--- config.mk ---
export PLATFORM = sky130hd
export DESIGN_NAME = core_ctrl_fsm
export DESIGN_NICKNAME = d
export VERILOG_FILES = /design/src/rtl/riscv_pkg.sv /design/src/rtl/mem_timeout_ctr.sv /design/src/rtl/core_ctrl_fsm.sv
export SDC_FILE = /design/constraint.sdc
export NUM_CORES = 1
export LEC_CHECK = 0
export CORE_MARGIN = 5
export CORE_UTILIZATION = 55
export CTS_BUF_LIST = sky130_fd_sc_hd__clkbuf_2 sky130_fd_sc_hd__clkbuf_4 sky130_fd_sc_hd__clkbuf_8
export CTS_CLUSTER_DIAMETER = 150
export CTS_CLUSTER_SIZE = 14
export DETAILED_ROUTE_END_ITERATION = 12
export PLACE_DENSITY_LB_ADDON = 0.08
export REMOVE_ABC_BUFFERS = 1
export SLEW_MARGIN = 15
export SYNTH_ARGS = -nofsm -noshare
export SYNTH_HDL_FRONTEND = slang
export SYNTH_HIERARCHICAL = 1
export SYNTH_SLANG_ARGS = --single-unit
--- constraint.sdc ---
create_clock -name clk_i -period 7.4 [get_ports clk_i]
set_clock_uncertainty 0.15 [all_clocks]
set_input_delay 2.22 -clock clk_i [delete_from_list [all_inputs] [get_ports clk_i]]
set_output_delay 2.22 -clock clk_i [all_outputs]
set_load 0.02 [all_outputs]
--- src/rtl/riscv_pkg.sv ---
// riscv_pkg: shared RV32 intro-core types for the decoder and control sequencer
package riscv_pkg;
  typedef enum logic [3:0] {
    NOP, ADDI, LUI, SB, LBU, BEQ, BNE, JAL, JALR, UNKNOWN
  } t_risc_v_op;
  typedef enum logic [2:0] {
    IDLE, FETCH, DECODE, EXEC, MEM, WB, HALT
  } t_ctrl_state;
  typedef enum logic [1:0] {
    PC_PLUS4, PC_BRANCH, PC_JAL, PC_JALR
  } t_pc_sel;
  typedef enum logic [1:0] {
    WB_ALU, WB_IMM_U, WB_MEM_BU, WB_PC4
  } t_wb_sel;
  function automatic logic is_req_state(t_ctrl_state s);
    return (s == FETCH) || (s == MEM);
  endfunction
endpackage

--- src/rtl/mem_timeout_ctr.sv ---
// mem_timeout_ctr: counts unanswered memory request cycles, flags the last allowed one
module mem_timeout_ctr #(
  parameter int MEM_TIMEOUT = 16
) (
  input  logic clk_i,
  input  logic rstn_i,
  input  logic clear,
  input  logic enable,
  output logic expired
);
  localparam int W = $clog2(MEM_TIMEOUT + 1);
  logic [W-1:0] cnt;
  always_ff @(posedge clk_i) begin
    if (!rstn_i || clear) cnt <= '0;
    else if (enable) cnt <= cnt + 1'b1;
  end
  // this cycle would be the MEM_TIMEOUT-th wait without ready
  assign expired = enable && (cnt == W'(MEM_TIMEOUT - 1));
endmodule

--- src/rtl/core_ctrl_fsm.sv ---
// core_ctrl_fsm: multicycle fetch/decode/exec/mem/wb sequencer for the intro RV32 core
module core_ctrl_fsm
  import riscv_pkg::*;
#(
  parameter int MEM_TIMEOUT = 16,
  parameter int CNT_W = 32
) (
  input  logic             clk_i,
  input  logic             rstn_i,
  input  logic             run_i,
  input  logic             mem_ready_i,
  input  t_risc_v_op       opcode_i,
  input  logic             br_eq_i,
  output logic             dec_rd_en_o,
  output logic             mem_req_o,
  output logic             mem_we_o,
  output logic             mem_addr_sel_o,
  output logic             pc_we_o,
  output t_pc_sel          pc_sel_o,
  output logic             rf_we_o,
  output t_wb_sel          wb_sel_o,
  output logic             retire_o,
  output logic [CNT_W-1:0] instr_cnt_o,
  output logic             illegal_o,
  output logic             bus_err_o,
  output logic [2:0]       state_o
);
  t_ctrl_state state, nxt;
  logic set_ill, set_err, expired, in_req;
  assign in_req = is_req_state(state);
  assign dec_rd_en_o = (state == FETCH) && mem_ready_i;
  assign state_o = state;
  mem_timeout_ctr #(.MEM_TIMEOUT(MEM_TIMEOUT)) u_tmo (
    .clk_i  (clk_i),
    .rstn_i (rstn_i),
    .clear  (!in_req || mem_ready_i),
    .enable (in_req && !mem_ready_i),
    .expired(expired)
  );
  always_comb begin
    nxt = state;
    mem_req_o = 1'b0;
    mem_we_o = 1'b0;
    mem_addr_sel_o = 1'b0;
    pc_we_o = 1'b0;
    pc_sel_o = PC_PLUS4;
    rf_we_o = 1'b0;
    wb_sel_o = WB_ALU;
    retire_o = 1'b0;
    set_ill = 1'b0;
    set_err = 1'b0;
    unique case (state)
      IDLE: nxt = run_i ? FETCH : IDLE;
      FETCH: begin
        mem_req_o = 1'b1;
        if (mem_ready_i) nxt = DECODE;
        else if (expired) begin
          set_err = 1'b1;
          nxt = HALT;
        end
      end
      DECODE: begin
        set_ill = (opcode_i == UNKNOWN);
        nxt = set_ill ? HALT : EXEC;
      end
      EXEC: begin
        unique case (opcode_i)
          ADDI, LUI, JAL, JALR: nxt = WB;
          SB, LBU: nxt = MEM;
          BEQ, BNE: begin
            pc_we_o = 1'b1;
            pc_sel_o = ((opcode_i == BEQ) == br_eq_i) ? PC_BRANCH : PC_PLUS4;
            retire_o = 1'b1;
          end
          NOP: begin
            pc_we_o = 1'b1;
            retire_o = 1'b1;
          end
          default: begin
            set_ill = 1'b1;
            nxt = HALT;
          end
        endcase
      end
      MEM: begin
        mem_req_o = 1'b1;
        mem_addr_sel_o = 1'b1;
        mem_we_o = (opcode_i == SB);
        if (mem_ready_i) begin
          pc_we_o = mem_we_o;
          retire_o = mem_we_o;
          nxt = mem_we_o ? state : WB;
        end else if (expired) begin
          set_err = 1'b1;
          nxt = HALT;
        end
      end
      WB: begin
        rf_we_o = 1'b1;
        pc_we_o = 1'b1;
        retire_o = 1'b1;
        wb_sel_o = (opcode_i == LUI) ? WB_IMM_U :
                   (opcode_i == LBU) ? WB_MEM_BU :
                   (opcode_i == JAL || opcode_i == JALR) ? WB_PC4 : WB_ALU;
        pc_sel_o = (opcode_i == JAL) ? PC_JAL : (opcode_i == JALR) ? PC_JALR : PC_PLUS4;
      end
      HALT: nxt = HALT;
      default: nxt = HALT;
    endcase
    if (retire_o) nxt = run_i ? FETCH : IDLE;
  end
  always_ff @(posedge clk_i) begin
    if (!rstn_i) begin
      state <= IDLE;
      instr_cnt_o <= '0;
      illegal_o <= 1'b0;
      bus_err_o <= 1'b0;
    end else begin
      state <= nxt;
      if (retire_o) instr_cnt_o <= instr_cnt_o + 1'b1;
      illegal_o <= illegal_o | set_ill;
      bus_err_o <= bus_err_o | set_err;
    end
  end
endmodule

==> results of run 1 <==
power by group through the flow:
stage	registers [mW]	logic [mW]	clock network, mW
after global routing	0.240	0.0737	0.159
after floorplan	0.245	0.0366	0
final	0.238	0.0681	0.147
after CTS	0.238	0.0684	0.152
after detailed placement	0.243	0.0681	0
after global placement	0.243	0.0674	0
stage by stage:
step           utilization  cells  power (mW)  hold slack [ns]
3_5_place_dp         0.705    381       0.311            0.318
3_3_place_gp         0.705    381       0.311            0.312
5_1_grt              0.727    389       0.473            0.383
2_1_floorplan            -    274       0.282            0.319
6_report             0.727    389       0.453            0.335
4_1_cts              0.727    389       0.458            0.337
logic make-up (layout without fill, tap and decap cells):
kind of cell	Yosys count	in the layout
compound gates	86	86
xor+xnor	5	5
fa+ha+maj	3	3
buf+inv	28	75
flops	42	42
mux	4	4
simple gates	124	124
layout make-up:
class                      instances  area [um^2]  share of cell area
sequential                        42          841               0.283
inverter                          10         37.5              0.0126
clock inverter                     2         13.8             0.00463
clock buffer                       6         76.3              0.0257
tap                               50         62.6              0.0211
multi-input combinational        222         1370               0.462
timing repair buffer              57          568               0.191
cell usage after synthesis:
| library cell | number |
|---|---|
| or3b_1 | 1 |
| nand2b_1 | 3 |
| buf_4 | 2 |
| o21ai_0 | 20 |
| and3_1 | 4 |
| clkbuf_1 | 11 |
| dfxtp_1 | 42 |
| a21bo_2 | 1 |
| nor4_4 | 1 |
| or3_1 | 13 |
| inv_1 | 8 |
| nor2b_1 | 2 |
| o32a_4 | 1 |
| nor2_1 | 20 |
| nand4b_1 | 3 |
| ha_1 | 3 |
| and2_1 | 2 |
| and4_1 | 4 |
| a21oi_1 | 39 |
| a211oi_1 | 1 |
| nor3_1 | 3 |
| or4_1 | 15 |
| xnor2_1 | 4 |
| nor4b_1 | 1 |
| o211ai_1 | 2 |
| nor3b_1 | 2 |
| a31o_2 | 1 |
| a31oi_1 | 1 |
| buf_2 | 1 |
| nand2_1 | 25 |
| a221oi_1 | 1 |
| o22ai_1 | 2 |
| xnor2_4 | 1 |
| mux2i_1 | 4 |
| nand3b_1 | 4 |
| o32a_1 | 1 |
| clkinv_1 | 2 |
| nand3_1 | 11 |
| nand3_2 | 1 |
| nand4_1 | 8 |
| buf_6 | 4 |
| a41oi_1 | 1 |
| nor4_1 | 1 |
| o31ai_1 | 15 |
path summary, 6_finish.rpt:
path / cells past startpoint / slack [ns] / to
worst max-delay path: 6 / 0.59 / pc_we_o
worst min-delay path: 2 / 0.33 / illegal_o
worst max register to register: 7 / 4.80 / state_o[0]
worst min register to register: 2 / 0.33 / illegal_o
flip-flops by register name, indices dropped and copies added (netlist names):
register / count
state_o: 3
illegal_o: 1
u_tmo/cnt: 5
instr_cnt_o: 32
bus_err_o: 1
critical path: cells and delay by family:
family	cells	cell delay, ns
muxes	1	0.13
AOI/OAI and AO/OA	1	0.34
buffers and inverters	3	1.57
xor gates and xnor gates	1	0.18
metal layers:
| layer | vias to the layer above | track usage | wire, um |
|---|---|---|---|
| met5 | - | 0 | 0 |
| met3 | 7 | 0.0383 | 300 |
| met2 | 53 | 0.326 | 2470 |
| met1 | 1073 | 0.283 | 2630 |
| li1 | 1186 | - | - |
| met4 | 0 | 0.0544 | 55 |
==> metrics.txt, run 1 <==
status finished clean; Startpoint Class input port; largest area contributor in the netlist dfxtp_1; commonest non-fill, non-tap cells in the layout 56 x clkdlybuf4s50_1, 42 x dfxtp_1, 39 x a21oi_1, 25 x nand2_1; RSZ-0062 raised after global routing false; routed via count roughly 2300; Clock Power Share 0.324; CP Cell Sequence clkdlybuf4s50_1 -> xnor2_4 -> mux2i_1 -> o32a_4 -> clkinv_1 -> clkdlybuf4s50_1; Die Height approximately 75 um; CP max FO 11; CTS H-tree lvls 2; WL final around 5500 um; CTS buffer count 5; r2r startpoint state_o[0]; final setup vio count 0; Pint 0.330 mW; I/O pin total 57; Critical path origin opcode_i[0]; Final Max Tran Viols 0; layout cell share with drive strength beyond 1 0.0442; Seq pwr share 0.526; DRC 0; top cells by area, synth dfxtp_1 36%, a21oi_1 8.3%, o31ai_1 4.8%, or4_1 4.8%, o21ai_0 4.2%; static leakage about 0.9 nW; Synth cell types 44; iteration-0 DRC count of the detailed router about 170; CTS tree done; # Max-Cap Violations 0; CTS Hold Bufs 0; Synth Area per Inst 8.07 um^2; Combinational Power Share 0.150; largest net degree at the start of global routing 60; Overall Global Routing Usage 0.204; initial antenna violation count 0; root buffer cell clkbuf_8; worst setup margin 0.590 ns; sw frac 0.272; gr ovfl total 0; Pre-antenna DRT Iters 4; design area 2970 um^2; Synth Area in Simple Gates 0.303; worst slew pin tran slightly above 1 ns; slowest cell delay on critical path between 0.7 and 0.8 ns; dpl hpwl 3810 um; Worst Path Arrival approximately 4.4 ns; Port Buffer Count 56; filler cell count around 350; fin crit period approximately 6.8 ns; Req. time, crit path 5.03 ns; Vias/cell slightly below 6; Power per Cell Area roughly 150 nW/um^2; setup TNS 0 ns; Setup CP Type in2out; Post-CTS Setup Bufs 0; antenna-violating nets left 0; post-cts sizing count 0; nets@finish 350; xor/xnor cell area share of the yosys netlist 0.0266; warning count from the yosys run 6; first-pass GRT wire length 9250 um; CORE AREA ~4100 um^2; ANT cells 0; count of state elements after synthesis 42; Slew HR 0.306; Net Sw Power ~0.12 mW; area grow syn2layout 26.1%; gpl congestion a little under 0.8; row count 23; clk sinks 42; start point of the worst hold path illegal_o; Slowest cell on crit path clkdlybuf4s50_1; Compound-Gate Fraction of Synth Area 0.220; Reg clk slew, reported paths ~0.070 ns; final hold vios 0; commonest non-fill, non-tap cell in the layout clkdlybuf4s50_1; Max Freq around 150 MHz; Post-DP Area slightly below 3000 um^2; endpoint class of the critical path primary output; number of global-route vias before repair between 2000 and 2500; Hold Path Class reg2reg; VDD IR max 0.119 mV; sequential area share after synthesis 0.357; Die W about 75 um; Mapped Area between 2000 and 2500 um^2; top cell type's share of synthesized area 0.357; worst slack at placement 0.573 ns; Clock Latency Late Sink slightly below 0.3 ns; Synth Area in Adders 0.0159; largest family of logic cells by synthesized area simple AND/OR/NAND/NOR gates; Syn Inst Count about 290; mux contribution to synthesized area 0.0170; Tcrit/Tclk final 0.920; CTS Buffer Depth 2; Routed WL per cell 14.0 um; Initial Util 0.577; cell mode on critical path clkdlybuf4s50_1; die area between 5000 and 6000 um^2
No activity file was read; power rests on OpenSTA's default activity.
==> run 2, diff against run 1 <==
--- a/config.mk
+++ b/config.mk
@@ -12,7 +12,9 @@
 export CTS_CLUSTER_SIZE = 14
 export DETAILED_ROUTE_END_ITERATION = 12
 export PLACE_DENSITY_LB_ADDON = 0.08
+export RECOVER_POWER = 50
 export REMOVE_ABC_BUFFERS = 1
+export SETUP_SLACK_MARGIN = 0.4
 export SLEW_MARGIN = 15
 export SYNTH_ARGS = -nofsm -noshare
 export SYNTH_HDL_FRONTEND = slang
==> run 2 against run 1 <==
Effect of this change:
- die area is the same
- final cell count stayed put
- register-to-register slack got worse by 0.02 ns
- global-route usage unchanged
- first-iteration DRC count decreased by 8.4%
- final area unchanged
- combinational power decreased by 3.2%
- largest cell class unchanged
- wire length stayed put
- flip-flop and latch count stayed put
- utilization unchanged
- largest power group unchanged
- count of clock-buffer cells in the layout is the same
- clock power about the same
==> metrics.txt, run 2 (same netlist as run 1, synthesis figures left out) <==
CTS H-tree lvls 2; final hold vios 0; antenna-violating nets left 0; final setup vio count 0; Biggest register instr_cnt_o; worst slack at placement between 0.5 and 0.6 ns; Hold Path Class reg2reg; gr ovfl total 0; Pre-antenna DRT Iters 4; register area 841 um^2; Reg clk slew, reported paths around 0.070 ns; total power 0.451 mW; CTS tree done; Final Max Tran Viols 0; initial antenna violation count 0; static leakage 1.03 nW; commonest non-fill, non-tap cells in the layout 43 x dlygate4sd3_1, 42 x dfxtp_1, 39 x a21oi_1, 25 x nand2_1; post-cts sizing count 0; ANT cells 0; largest net degree at the start of global routing 60; Setup CP Type in2out; gpl congestion 0.779; Die Height 75.5 um; Overall Global Routing Usage 0.204; # Max-Cap Violations 0; max FFs per register 32; CP Cell Sequence dlygate4sd3_1 -> xnor2_4 -> mux2i_1 -> o32a_4 -> clkinv_1 -> clkdlybuf4s50_1; FF-to-FF path depth 7; CTS Buffer Depth 2; Vias/cell 5.95; root buffer cell clkbuf_8; Initial Util 0.577; DRC 0; endpoint class of the critical path primary output; area occupied by multi-input gates approximately 1400 um^2; dpl hpwl ~3800 um; fin crit period 6.88 ns; worst slew pin tran slightly above 1 ns; Max Freq 145 MHz; nets@finish 350; worst setup margin around 0.52 ns; clk sinks 42; commonest non-fill, non-tap cell in the layout dlygate4sd3_1; WL final ~5500 um; Slew HR 0.306; routed via count between 2000 and 2500; setup TNS 0 ns; CP max FO 11; Routed WL per cell around 14 um; Post-CTS Setup Bufs 0; Clock Latency Late Sink just under 0.3 ns; Slowest cell on crit path dlygate4sd3_1; row count 23; first-pass GRT wire length around 9000 um; Startpoint Class input port; Die W between 70 and 80 um; layout cell share with drive strength beyond 1 0.0442; CTS buffer count 5; Worst Path Arrival about 4.5 ns; area grow syn2layout 26.1%; iteration-0 DRC count of the detailed router between 150 and 200; CORE AREA slightly above 4000 um^2; Req. time, crit path between 5 and 6 ns; die area roughly 5700 um^2; filler cell count roughly 350; I/O pin total 57; Power per Cell Area ~150 nW/um^2; CTS Hold Bufs 0; VDD IR max approximately 0.12 mV; Worst Hold Path Cells 2; slowest cell delay on critical path 0.83 ns; Port Buffer Count 56; number of global-route vias before repair roughly 2100; Tcrit/Tclk final 0.930; RSZ-0062 raised after global routing false; status finished clean
-- run 2: cell types whose count changed in the layout (fill, tap and decap cells not counted) --
| cell | previous run | this run |
|---|---|---|
| and2_0 | 0 | 1 |
| clkdlybuf4s50_1 | 56 | 13 |
| and2_1 | 2 | 1 |
| dlygate4sd3_1 | 0 | 43 |
-- run 2: worst paths after layout --
| kind | from | end | slack [ns] |
|---|---|---|---|
| worst max-delay path | opcode_i[0] | pc_we_o | 0.52 |
| worst max register to register | state_o[0] | state_o[0] | 4.78 |
| worst min register to register | illegal_o | illegal_o | 0.33 |
| worst min-delay path | illegal_o | illegal_o | 0.33 |
-- run 2: power by group --
group	internal (mW)	switching [mW]
Clock	0.0702	0.0768
Combinational	0.0283	0.0376
Sequential	0.229	0.00868
Total	0.328	0.123
-- run 2: routing by layer --
layer  track usage  routed length [um]  vias to the layer above  part of all wire
li1              -                   -                     1191                 -
met3        0.0383                 303                        7             0.056
met4        0.0544                  55                        0             0.010
met5             0                   0                        -                 0
met1         0.283                2630                     1062              0.48
met2         0.326                2470                       55              0.45
-- run 2: metrics by stage --
step	instances	util	hold WS, ns	area (um^2)
detailed placement	381	0.705	0.318	2880
finish	389	0.727	0.329	2970
global route	389	0.727	0.380	2970
floorplan	274	-	0.319	2250
global placement	381	0.705	0.312	2880
CTS	389	0.727	0.337	2970
-- run 2: final cells by class --
| type | instances | area share |
|---|---|---|
| Multi-Input combinational cell | 222 | 0.462 |
| Sequential cell | 42 | 0.283 |
| Timing Repair Buffer | 57 | 0.191 |
| Clock buffer | 6 | 0.0257 |
| Tap cell | 50 | 0.0211 |
| Inverter | 10 | 0.0126 |
| Clock inverter | 2 | 0.00463 |
-- run 2: worst max-delay path: cells and delay by family --
family | cells | cell delay (ns)
xor gates and xnor gates | 1 | 0.18
buffers and inverters | 3 | 1.64
muxes | 1 | 0.13
AOI/OAI and AO/OA | 1 | 0.34
==> run 3, diff against run 2 <==
==> constraint.sdc (replaced) <==
create_clock -name clk_i -period 8 [get_ports clk_i]
set_clock_uncertainty 0.15 [all_clocks]
set_input_delay 2.4 -clock clk_i [delete_from_list [all_inputs] [get_ports clk_i]]
set_output_delay 2.4 -clock clk_i [all_outputs]
set_load 0.02 [all_outputs]
==> run 3 against run 2 <==
Effect of this change:
- wire length up 0.82%
- count of clock-buffer cells in the layout up 1
- setup slack better by 0.27 ns
- global-route usage up 0.25 points
==> metrics.txt, run 3 (same netlist as run 1, synthesis figures left out) <==
RSZ-0062 raised after global routing false; Worst Path Arrival around 4.7 ns; Req. time, crit path between 5 and 6 ns; gr ovfl total 0; Biggest register instr_cnt_o; clk sinks between 40 and 50; first-pass GRT wire length between 9000 and 10000 um; final hold vios 0; iteration-0 DRC count of the detailed router 177; row count 23; initial antenna violation count 0; antenna-violating nets left 0; Port Buffer Count 56; CTS Hold Bufs 0; CORE AREA just over 4000 um^2; Vias/cell just over 6; Hold Path Class reg2reg; Startpoint Class input port; root buffer cell clkbuf_8; Clock Latency Late Sink 0.30 ns; worst slew pin tran a little over 1 ns; ANT cells 0; # Max-Cap Violations 0; Pre-antenna DRT Iters 4; fin crit period a little over 7 ns; Post-DP Area between 2000 and 3000 um^2; endpoint class of the critical path primary output; CP Cell Sequence dlygate4sd3_1 -> nor2b_1 -> mux2i_1 -> o32a_4 -> clkinv_1 -> clkdlybuf4s50_1; post-cts sizing count 0; status finished clean; Final Max Tran Viols 0; nets@finish between 300 and 400; area grow syn2layout 26.3%; WL final 5500 um; gpl congestion between 0.7 and 0.8; CP max FO 9; Slew HR 0.309; VDD IR max 0.113 mV; Initial Util 0.577; largest net degree at the start of global routing 60; slowest cell delay on critical path between 0.8 and 0.9 ns; Reg clk slew, reported paths 0.07 ns; CTS Buffer Depth 2; layout cell share with drive strength beyond 1 0.0442; Post-CTS Setup Bufs 0; CTS tree done; placed instance count approximately 380; setup TNS 0 ns; routed via count 2358; fin cells 389; Max Freq 139 MHz; Power per Cell Area approximately 140 nW/um^2; commonest non-fill, non-tap cells in the layout 42 x dfxtp_1, 42 x dlygate4sd3_1, 39 x a21oi_1, 25 x nand2_1; design area just under 3000 um^2; static leakage 1.04 nW; DRC 0; total power about 0.43 mW; max FFs per register 32; Slowest cell on crit path dlygate4sd3_1; Overall Global Routing Usage 0.206; Tcrit/Tclk final 0.901; CTS H-tree lvls 2; die area ~5700 um^2; I/O pin total 57; Routed WL per cell between 10 and 15 um; CTS buffer count 5; final setup vio count 0; Setup CP Type in2out; Die Height 75.5 um; dpl hpwl between 3000 and 4000 um; filler cell count approximately 350; number of global-route vias before repair around 2100; Die W around 75 um
run 3: final cells by class:
type                       count  area (um^2)  share of cell area
multi-input combinational    222         1370               0.461
clock buffer                   7         90.1              0.0303
clock inverter                 1         5.00             0.00168
sequential                    42          841               0.283
tap                           50         62.6              0.0210
timing repair buffer          57          568               0.191
inverter                      10         37.5              0.0126
run 3: per-stage QoR:
step	util	hold WS [ns]	setup slack (ns)
floorplan	-	0.319	1.86
global placement	0.705	0.311	0.859
detailed placement	0.705	0.326	0.851
CTS	0.728	0.340	0.845
global route	0.728	0.365	0.651
finish	0.728	0.331	0.790
run 3: where the power goes:
group	internal, mW	switching (mW)
Sequential	0.212	0.00809
Combinational	0.0263	0.0346
Clock	0.0730	0.0713
Total	0.311	0.114
run 3: worst max-delay path: cells and delay by family:
kind / cells / cell delay (ns)
mux: 1 / 0.12
buf+inv: 3 / 1.62
compound gates: 1 / 0.33
simple gates: 1 / 0.19
run 3: metal layers:
layer / GRT usage / vias up / wire length (um)
li1: - / 1194 / -
met1: 0.285 / 1107 / 2660
met2: 0.326 / 52 / 2540
met3: 0.0488 / 5 / 263
met4: 0.0505 / 0 / 41
met5: 0 / - / 0
run 3: path summary, 6_finish.rpt:
path	start	endpoint	slack, ns	cells past startpoint
worst max-delay path	opcode_i[2]	pc_we_o	0.79	6
worst min-delay path	bus_err_o	bus_err_o	0.33	2
worst max register to register	state_o[0]	state_o[0]	5.43	7
worst min register to register	bus_err_o	bus_err_o	0.33	2
